--- src/rtl/mdu_pkg.sv ---
// Op encodings and decode helpers for the multiply/divide unit.
// Pure definitions: no latency, no flow control.
package mdu_pkg;

    typedef enum logic [3:0] {
        OP_NONE  = 4'd0,
        OP_MULT  = 4'd1,
        OP_MULTU = 4'd2,
        OP_DIV   = 4'd3,
        OP_DIVU  = 4'd4,
        OP_MFHI  = 4'd5,
        OP_MFLO  = 4'd6,
        OP_MTHI  = 4'd7,
        OP_MTLO  = 4'd8,
        OP_MADD  = 4'd9,
        OP_MADDU = 4'd10,
        OP_MSUB  = 4'd11,
        OP_MSUBU = 4'd12
    } op_e;

    // One bit per op code: MULT, MULTU, DIV, DIVU, MADD, MADDU, MSUB, MSUBU.
    localparam logic [15:0] START_SET = 16'h1E1E;

    function automatic logic is_start(input logic [3:0] op);
        return START_SET[op];
    endfunction

    function automatic logic is_div(input logic [3:0] op);
        return (op == OP_DIV) || (op == OP_DIVU);
    endfunction

    function automatic logic mul_signed(input logic [3:0] op);
        return (op == OP_MULT) || (op == OP_MADD) || (op == OP_MSUB);
    endfunction

endpackage

--- src/rtl/e_mdu_div.sv ---
// Iterative restoring divider: one quotient bit per cycle, then one sign-fix cycle.
// Latency WIDTH+1 cycles after start; no backpressure, start is only legal when idle.
module e_mdu_div #(
    parameter int WIDTH = 32
) (
    input  logic             clk_i,
    input  logic             rst_n_i,
    input  logic             start_i,
    input  logic             signed_i,
    input  logic [WIDTH-1:0] dividend_i,
    input  logic [WIDTH-1:0] divisor_i,
    output logic             done_o,
    output logic [WIDTH-1:0] quot_o,
    output logic [WIDTH-1:0] rem_o,
    output logic             dbz_o
);

    localparam int CW = $clog2(WIDTH + 1);
    localparam logic [CW-1:0] LAST = CW'(WIDTH);

    logic             active_q;
    logic [CW-1:0]    cnt_q;
    logic [WIDTH-1:0] rem_q, quo_q, dvs_q, dvd_q;
    logic             negq_q, negr_q, dbz_q;

    logic             a_neg, b_neg, take;
    logic [WIDTH-1:0] a_mag, b_mag, diff;
    logic [WIDTH:0]   shifted;

    assign a_neg   = signed_i & dividend_i[WIDTH-1];
    assign b_neg   = signed_i & divisor_i[WIDTH-1];
    assign a_mag   = a_neg ? (~dividend_i + 1'b1) : dividend_i;
    assign b_mag   = b_neg ? (~divisor_i + 1'b1) : divisor_i;
    assign shifted = {rem_q, quo_q[WIDTH-1]};
    assign take    = (shifted >= {1'b0, dvs_q});
    // When taken the true difference is below the divisor, so WIDTH bits hold it.
    assign diff    = shifted[WIDTH-1:0] - dvs_q;

    assign done_o = active_q && (cnt_q == LAST);
    assign dbz_o  = dbz_q;
    assign quot_o = dbz_q ? '1 : (negq_q ? (~quo_q + 1'b1) : quo_q);
    assign rem_o  = dbz_q ? dvd_q : (negr_q ? (~rem_q + 1'b1) : rem_q);

    always_ff @(posedge clk_i or negedge rst_n_i) begin
        if (!rst_n_i) begin
            active_q <= 1'b0;
            cnt_q    <= '0;
            rem_q    <= '0;
            quo_q    <= '0;
            dvs_q    <= '0;
            dvd_q    <= '0;
            negq_q   <= 1'b0;
            negr_q   <= 1'b0;
            dbz_q    <= 1'b0;
        end else if (start_i) begin
            active_q <= 1'b1;
            cnt_q    <= '0;
            rem_q    <= '0;
            quo_q    <= a_mag;
            dvs_q    <= b_mag;
            dvd_q    <= dividend_i;
            negq_q   <= a_neg ^ b_neg;
            negr_q   <= a_neg;
            dbz_q    <= (divisor_i == '0);
        end else if (active_q) begin
            if (cnt_q == LAST) begin
                active_q <= 1'b0;
            end else begin
                rem_q <= take ? diff : shifted[WIDTH-1:0];
                quo_q <= {quo_q[WIDTH-2:0], take};
                cnt_q <= cnt_q + CW'(1);
            end
        end
    end

endmodule

--- src/rtl/e_mdu.sv ---
// HI/LO multiply-divide unit; mult ops busy MULT_LAT cycles, divides WIDTH+1 cycles.
// No queueing: is_busy_o stalls upstream, start ops seen while busy are dropped.
module e_mdu
    import mdu_pkg::*;
#(
    parameter int WIDTH    = 32,
    parameter int MULT_LAT = 5
) (
    input  logic             clk_i,
    input  logic             rst_n_i,
    input  logic             req_i,
    input  logic [3:0]       op_i,
    input  logic [WIDTH-1:0] d1_i,
    input  logic [WIDTH-1:0] d2_i,
    output logic             is_busy_o,
    output logic [WIDTH-1:0] out_o,
    output logic             div_zero_o
);

    localparam int CW = (MULT_LAT > 1) ? $clog2(MULT_LAT) : 1;
    localparam logic [CW-1:0] CNT_INIT = CW'(MULT_LAT - 1);

    logic [WIDTH-1:0]   hi_q, hi_d, lo_q, lo_d;
    logic               busy_q, busy_d;
    logic [CW-1:0]      cnt_q, cnt_d;
    logic [3:0]         op_q, op_d;
    logic [2*WIDTH-1:0] prod_q, prod_d, acc_d, mul_res;
    logic               dz_q, dz_d;

    logic               ext1, ext2, div_start, div_done, div_dbz;
    logic [WIDTH-1:0]   div_quot, div_rem;

    // Sign-extending to 2*WIDTH makes the low half of one multiplier serve both signednesses.
    assign ext1    = mul_signed(op_i) & d1_i[WIDTH-1];
    assign ext2    = mul_signed(op_i) & d2_i[WIDTH-1];
    assign mul_res = {{WIDTH{ext1}}, d1_i} * {{WIDTH{ext2}}, d2_i};

    assign div_start = is_start(op_i) & is_div(op_i) & ~busy_q & ~req_i;

    e_mdu_div #(.WIDTH(WIDTH)) u_div (
        .clk_i     (clk_i),
        .rst_n_i   (rst_n_i),
        .start_i   (div_start),
        .signed_i  (op_i == OP_DIV),
        .dividend_i(d1_i),
        .divisor_i (d2_i),
        .done_o    (div_done),
        .quot_o    (div_quot),
        .rem_o     (div_rem),
        .dbz_o     (div_dbz)
    );

    assign is_busy_o  = busy_q | (is_start(op_i) & ~req_i);
    assign out_o      = (op_i == OP_MFHI) ? hi_q : ((op_i == OP_MFLO) ? lo_q : '0);
    assign div_zero_o = dz_q;

    always_comb begin
        hi_d   = hi_q;
        lo_d   = lo_q;
        busy_d = busy_q;
        cnt_d  = cnt_q;
        op_d   = op_q;
        prod_d = prod_q;
        dz_d   = 1'b0;
        acc_d  = '0;
        if (busy_q) begin
            if (is_div(op_q)) begin
                if (div_done) begin
                    busy_d = 1'b0;
                    lo_d   = div_quot;
                    hi_d   = div_rem;
                    dz_d   = div_dbz;
                end
            end else if (cnt_q == '0) begin
                busy_d = 1'b0;
                case (op_q)
                    OP_MADD, OP_MADDU: acc_d = {hi_q, lo_q} + prod_q;
                    OP_MSUB, OP_MSUBU: acc_d = {hi_q, lo_q} - prod_q;
                    default:           acc_d = prod_q;
                endcase
                {hi_d, lo_d} = acc_d;
            end else begin
                cnt_d = cnt_q - CW'(1);
            end
        end else if (!req_i) begin
            if (is_start(op_i)) begin
                busy_d = 1'b1;
                op_d   = op_i;
                cnt_d  = CNT_INIT;
                prod_d = mul_res;
            end else if (op_i == OP_MTHI) begin
                hi_d = d1_i;
            end else if (op_i == OP_MTLO) begin
                lo_d = d1_i;
            end
        end
    end

    always_ff @(posedge clk_i or negedge rst_n_i) begin
        if (!rst_n_i) begin
            hi_q   <= '0;
            lo_q   <= '0;
            busy_q <= 1'b0;
            cnt_q  <= '0;
            op_q   <= '0;
            prod_q <= '0;
            dz_q   <= 1'b0;
        end else begin
            hi_q   <= hi_d;
            lo_q   <= lo_d;
            busy_q <= busy_d;
            cnt_q  <= cnt_d;
            op_q   <= op_d;
            prod_q <= prod_d;
            dz_q   <= dz_d;
        end
    end

endmodule

--- config.mk ---
export PLATFORM = sky130hd
export DESIGN_NAME = e_mdu
export DESIGN_NICKNAME = d
export VERILOG_FILES = /design/src/rtl/mdu_pkg.sv /design/src/rtl/e_mdu_div.sv /design/src/rtl/e_mdu.sv
export SDC_FILE = /design/constraint.sdc
export NUM_CORES = 2
export LEC_CHECK = 0
export BUFFER_PORTS_ARGS = -buffer_cell sky130_fd_sc_hd__buf_2
export CAP_MARGIN = 20
export CORE_MARGIN = 5
export CORE_UTILIZATION = 40
export CTS_BUF_LIST = sky130_fd_sc_hd__clkbuf_16
export DETAILED_ROUTE_END_ITERATION = 12
export GPL_TIMING_DRIVEN = 0
export PLACE_DENSITY = 0.58
export SYNTH_ARGS = -nofsm -noshare
export SYNTH_HDL_FRONTEND = slang
export SYNTH_SLANG_ARGS = --single-unit
--- constraint.sdc ---
create_clock -name clk_i -period 7.6 [get_ports clk_i]
set_clock_uncertainty 0.2 [all_clocks]
set_input_delay 1.52 -clock clk_i [delete_from_list [all_inputs] [get_ports clk_i]]
set_output_delay 1.52 -clock clk_i [all_outputs]
set_load 0.005 [all_outputs]
==> reports/qor.yml <==
outcome: "finished, violations left"
violations: "setup timing"
nNetsFinal: 8833
area_growth_pct: 15.1
rsz0062_at_grt: "yes"
max_cap_viol_count: 0
fmax_mhz: 106
drt_wl_total_um: 262000
cts_hold_buf: 0
timing.final.crit_share_pct: 124
antenna_found_initial: 22
clk_pin_slew_worst_paths_ns: 0.06
cp_top_family: "adder cells"
hp-class: "reg -> reg"
drt-initial-drc-count: 5459
critPathMostFrequentCell: "fa_1"
h-tree-depth: 1
grt_start_max_net_pins: 112
worst_setup_path_end_kind: "flop"
yosys_most_used_dff: "dfrtp_1"
cp_slowest_cell: "fa_2"
yosys_warnings: 0
netlist_area_mm2: 0.0599
dr.pass1.iters: 6
crit_arrival_ns: 9.72
async_reset_ff_share_pct: 100
required_ns: 7.89
ys_seq_elements: 275
maxSlewHeadroom_pct: 14.8
min_period_ns: 9.44
cts.path.max_buffers: 3
cts_tree: "built"
worst_pin_slew_ns: 1.28
post-dp-hpwl_um: 216000
drive_gt1_share_pct: 11.0
critPathMaxFanout: 10
fin_area_mm2: 0.0690
setup_viol: 43
syn_nets: 8598
cts.sinks: 275
avgSynthCellArea_um2: 8.46
grt_pass1_wl_um: 376000
criticalPathCategory: "in -> reg"
nFillCells: 14600
cts_made_buffers: 30
fin_ws_ns: -1.84
placed_area_mm2: 0.0641
grt_usage_pct: 32.9
path_buf_inv: 5
start_util_pct: 40.1
slew_violations: 0
max_stage_delay_ns: 0.67
vias: 53000
ant_nets: 0
regArea_mm2: 0.00688
drc: 0
synth-seq-area-share_pct: 11.5
grt_pass1_vias: 53800
multiInputGateArea_mm2: 0.0484
die_h_um: 397
yosysUniqueCellTypes: 79
netlist_instances: 7084
via_per_inst: 5.66
die-area_mm2: 0.158
routabilityCongestion: 1.05
fp-row-count: 142
worst_setup_path_start_kind: "input pin"
wl_per_cell_um: 28.0
synth_edf_count: 0
r2r_slack_ns: 0.56
clk_latency_ns: 0.65
cts-root-buf: "clkbuf_16"
die_x_um: 397
grt.overflow.total: 0
core_mm2: 0.149
hold_viol: 0
port-buffer-count: 69
ios: 105
[layout by cell type (no fill, tap or decap), drive strengths merged, types with 61 or more instances in the layout]
cell type,n
o21ai,335
a21o,87
buf,316
nor2,261
nand2,1292
fa,1127
ha,316
xor2,173
nand3,61
clkbuf,359
a31oi,66
a21oi,248
inv,1227
and2,295
dfrtp,275
xnor2,167
[path summary, 6_finish.rpt]
check                                 from              end  cells past startpoint
min                        u_div.dvs_q[19]  u_div.dvs_q[19]                      2
min in group asynchronous          rst_n_i  u_div.dvs_q[16]                      1
max reg2reg                     prod_q[22]         hi_q[31]                     20
min reg2reg                u_div.dvs_q[19]  u_div.dvs_q[19]                      2
max                               d2_i[30]       prod_q[56]                     25
max in group asynchronous          rst_n_i         lo_q[14]                      3
[kinds of logic after synthesis]
| kind of cell | Yosys count | synth area share, % |
|---|---|---|
| DFF | 275 | 11.5 |
| xor gates and xnor gates | 340 | 4.97 |
| adders and majority gates | 1443 | 44.2 |
| and+or+nand+nor | 2228 | 16.8 |
| muxes | 25 | 0.420 |
| AOI/OAI and AO/OA | 1100 | 11.6 |
| buffers and inverters | 1673 | 10.5 |
[flip-flops by register name, summed over array words and instances, names as in the netlist, 3 cells and up]
register     count
prod_q          64
u_div.quo_q     32
u_div.cnt_q      6
hi_q            32
op_q             4
u_div.dvd_q     32
u_div.rem_q     32
u_div.dvs_q     32
lo_q            32
cnt_q            3
[stage by stage]
step / utilization [%] / hold slack (ns) / setup WS [ns] / cells / setup TNS (ns)
after floorplan: - / 0.246 / -1.55 / 7084 / -31.99
after global placement: 42.8 / 0.264 / -4.01 / 9169 / -327.06
after detailed placement: 42.9 / 0.270 / -3.94 / 9179 / -131.29
after CTS: 45.4 / 0.285 / -1.69 / 9300 / -39.88
after global routing: 46.1 / 0.304 / -1.90 / 9357 / -51.45
final: 46.2 / 0.282 / -1.84 / 9367 / -45.33
[tightest hold or removal path, stage by stage (launching register included)]
cell,delay [ns]
dfrtp_1,0.34
nand2_1,0.05
o21ai_0,0.06
[cell usage after synthesis (7+ instances only)]
library cell	n	area share, %
o21a_1	23	0.29
or3_1	29	0.30
a211oi_1	33	0.41
nor2_1	260	1.6
ha_1	316	6.6
clkbuf_1	390	2.4
a21boi_0	10	0.13
a21oi_1	248	2.1
dfrtp_1	275	11
o21bai_1	30	0.38
xor2_1	173	2.5
inv_1	1228	7.7
a221oi_1	17	0.25
nand2b_1	18	0.19
fa_1	1127	38
o22ai_1	10	0.10
o211ai_1	27	0.34
or4_1	20	0.25
a32oi_1	7	0.10
nand3_1	61	0.51
nor2b_1	34	0.35
o41ai_1	24	0.35
xnor2_1	167	2.4
a21o_1	87	1.1
o31ai_1	59	0.74
o21ai_0	335	2.8
nor4_1	26	0.27
mux2i_1	24	0.40
buf_1	53	0.33
and2_1	295	3.1
nor3_1	60	0.50
nand2_1	1292	8.1
a41oi_1	8	0.12
nor3b_1	12	0.15
a31oi_1	66	0.69
a22o_1	32	0.47
and3_1	46	0.48
a2111oi_0	8	0.12
o221ai_1	12	0.18
o311ai_0	14	0.20
nand4_1	29	0.30
or2_2	11	0.11
[layout make-up]
| class | count | share of cell area, % |
|---|---|---|
| multi-input combinational | 5136 | 70.2 |
| sequential | 275 | 9.98 |
| inverter | 1228 | 6.74 |
| buffer | 424 | 5.02 |
| tap | 2016 | 3.66 |
| timing repair buffer | 224 | 2.77 |
| clock buffer | 30 | 1.09 |
| clock inverter | 24 | 0.483 |
| antenna | 10 | 0.0363 |
[timing repair]
item                       in CTS  in global routing
gates resized for setup       516                217
pin swaps                     109                107
setup buffers                  79                 69
cloned                          0                  1
setup endpoints to repair      51                 46
[metal layers]
metal / GRT usage, % / routed length, µm / vias up
li1: - / - / 22600
met1: 42.6 / 102000 / 26900
met2: 50.9 / 115000 / 2848
met3: 6.96 / 25300 / 657
met4: 19.1 / 19200 / 18
met5: 0 / 111 / -
Power is not shown: default switching activity piles up to over one toggle a cycle in this logic, so the estimate is an artifact.
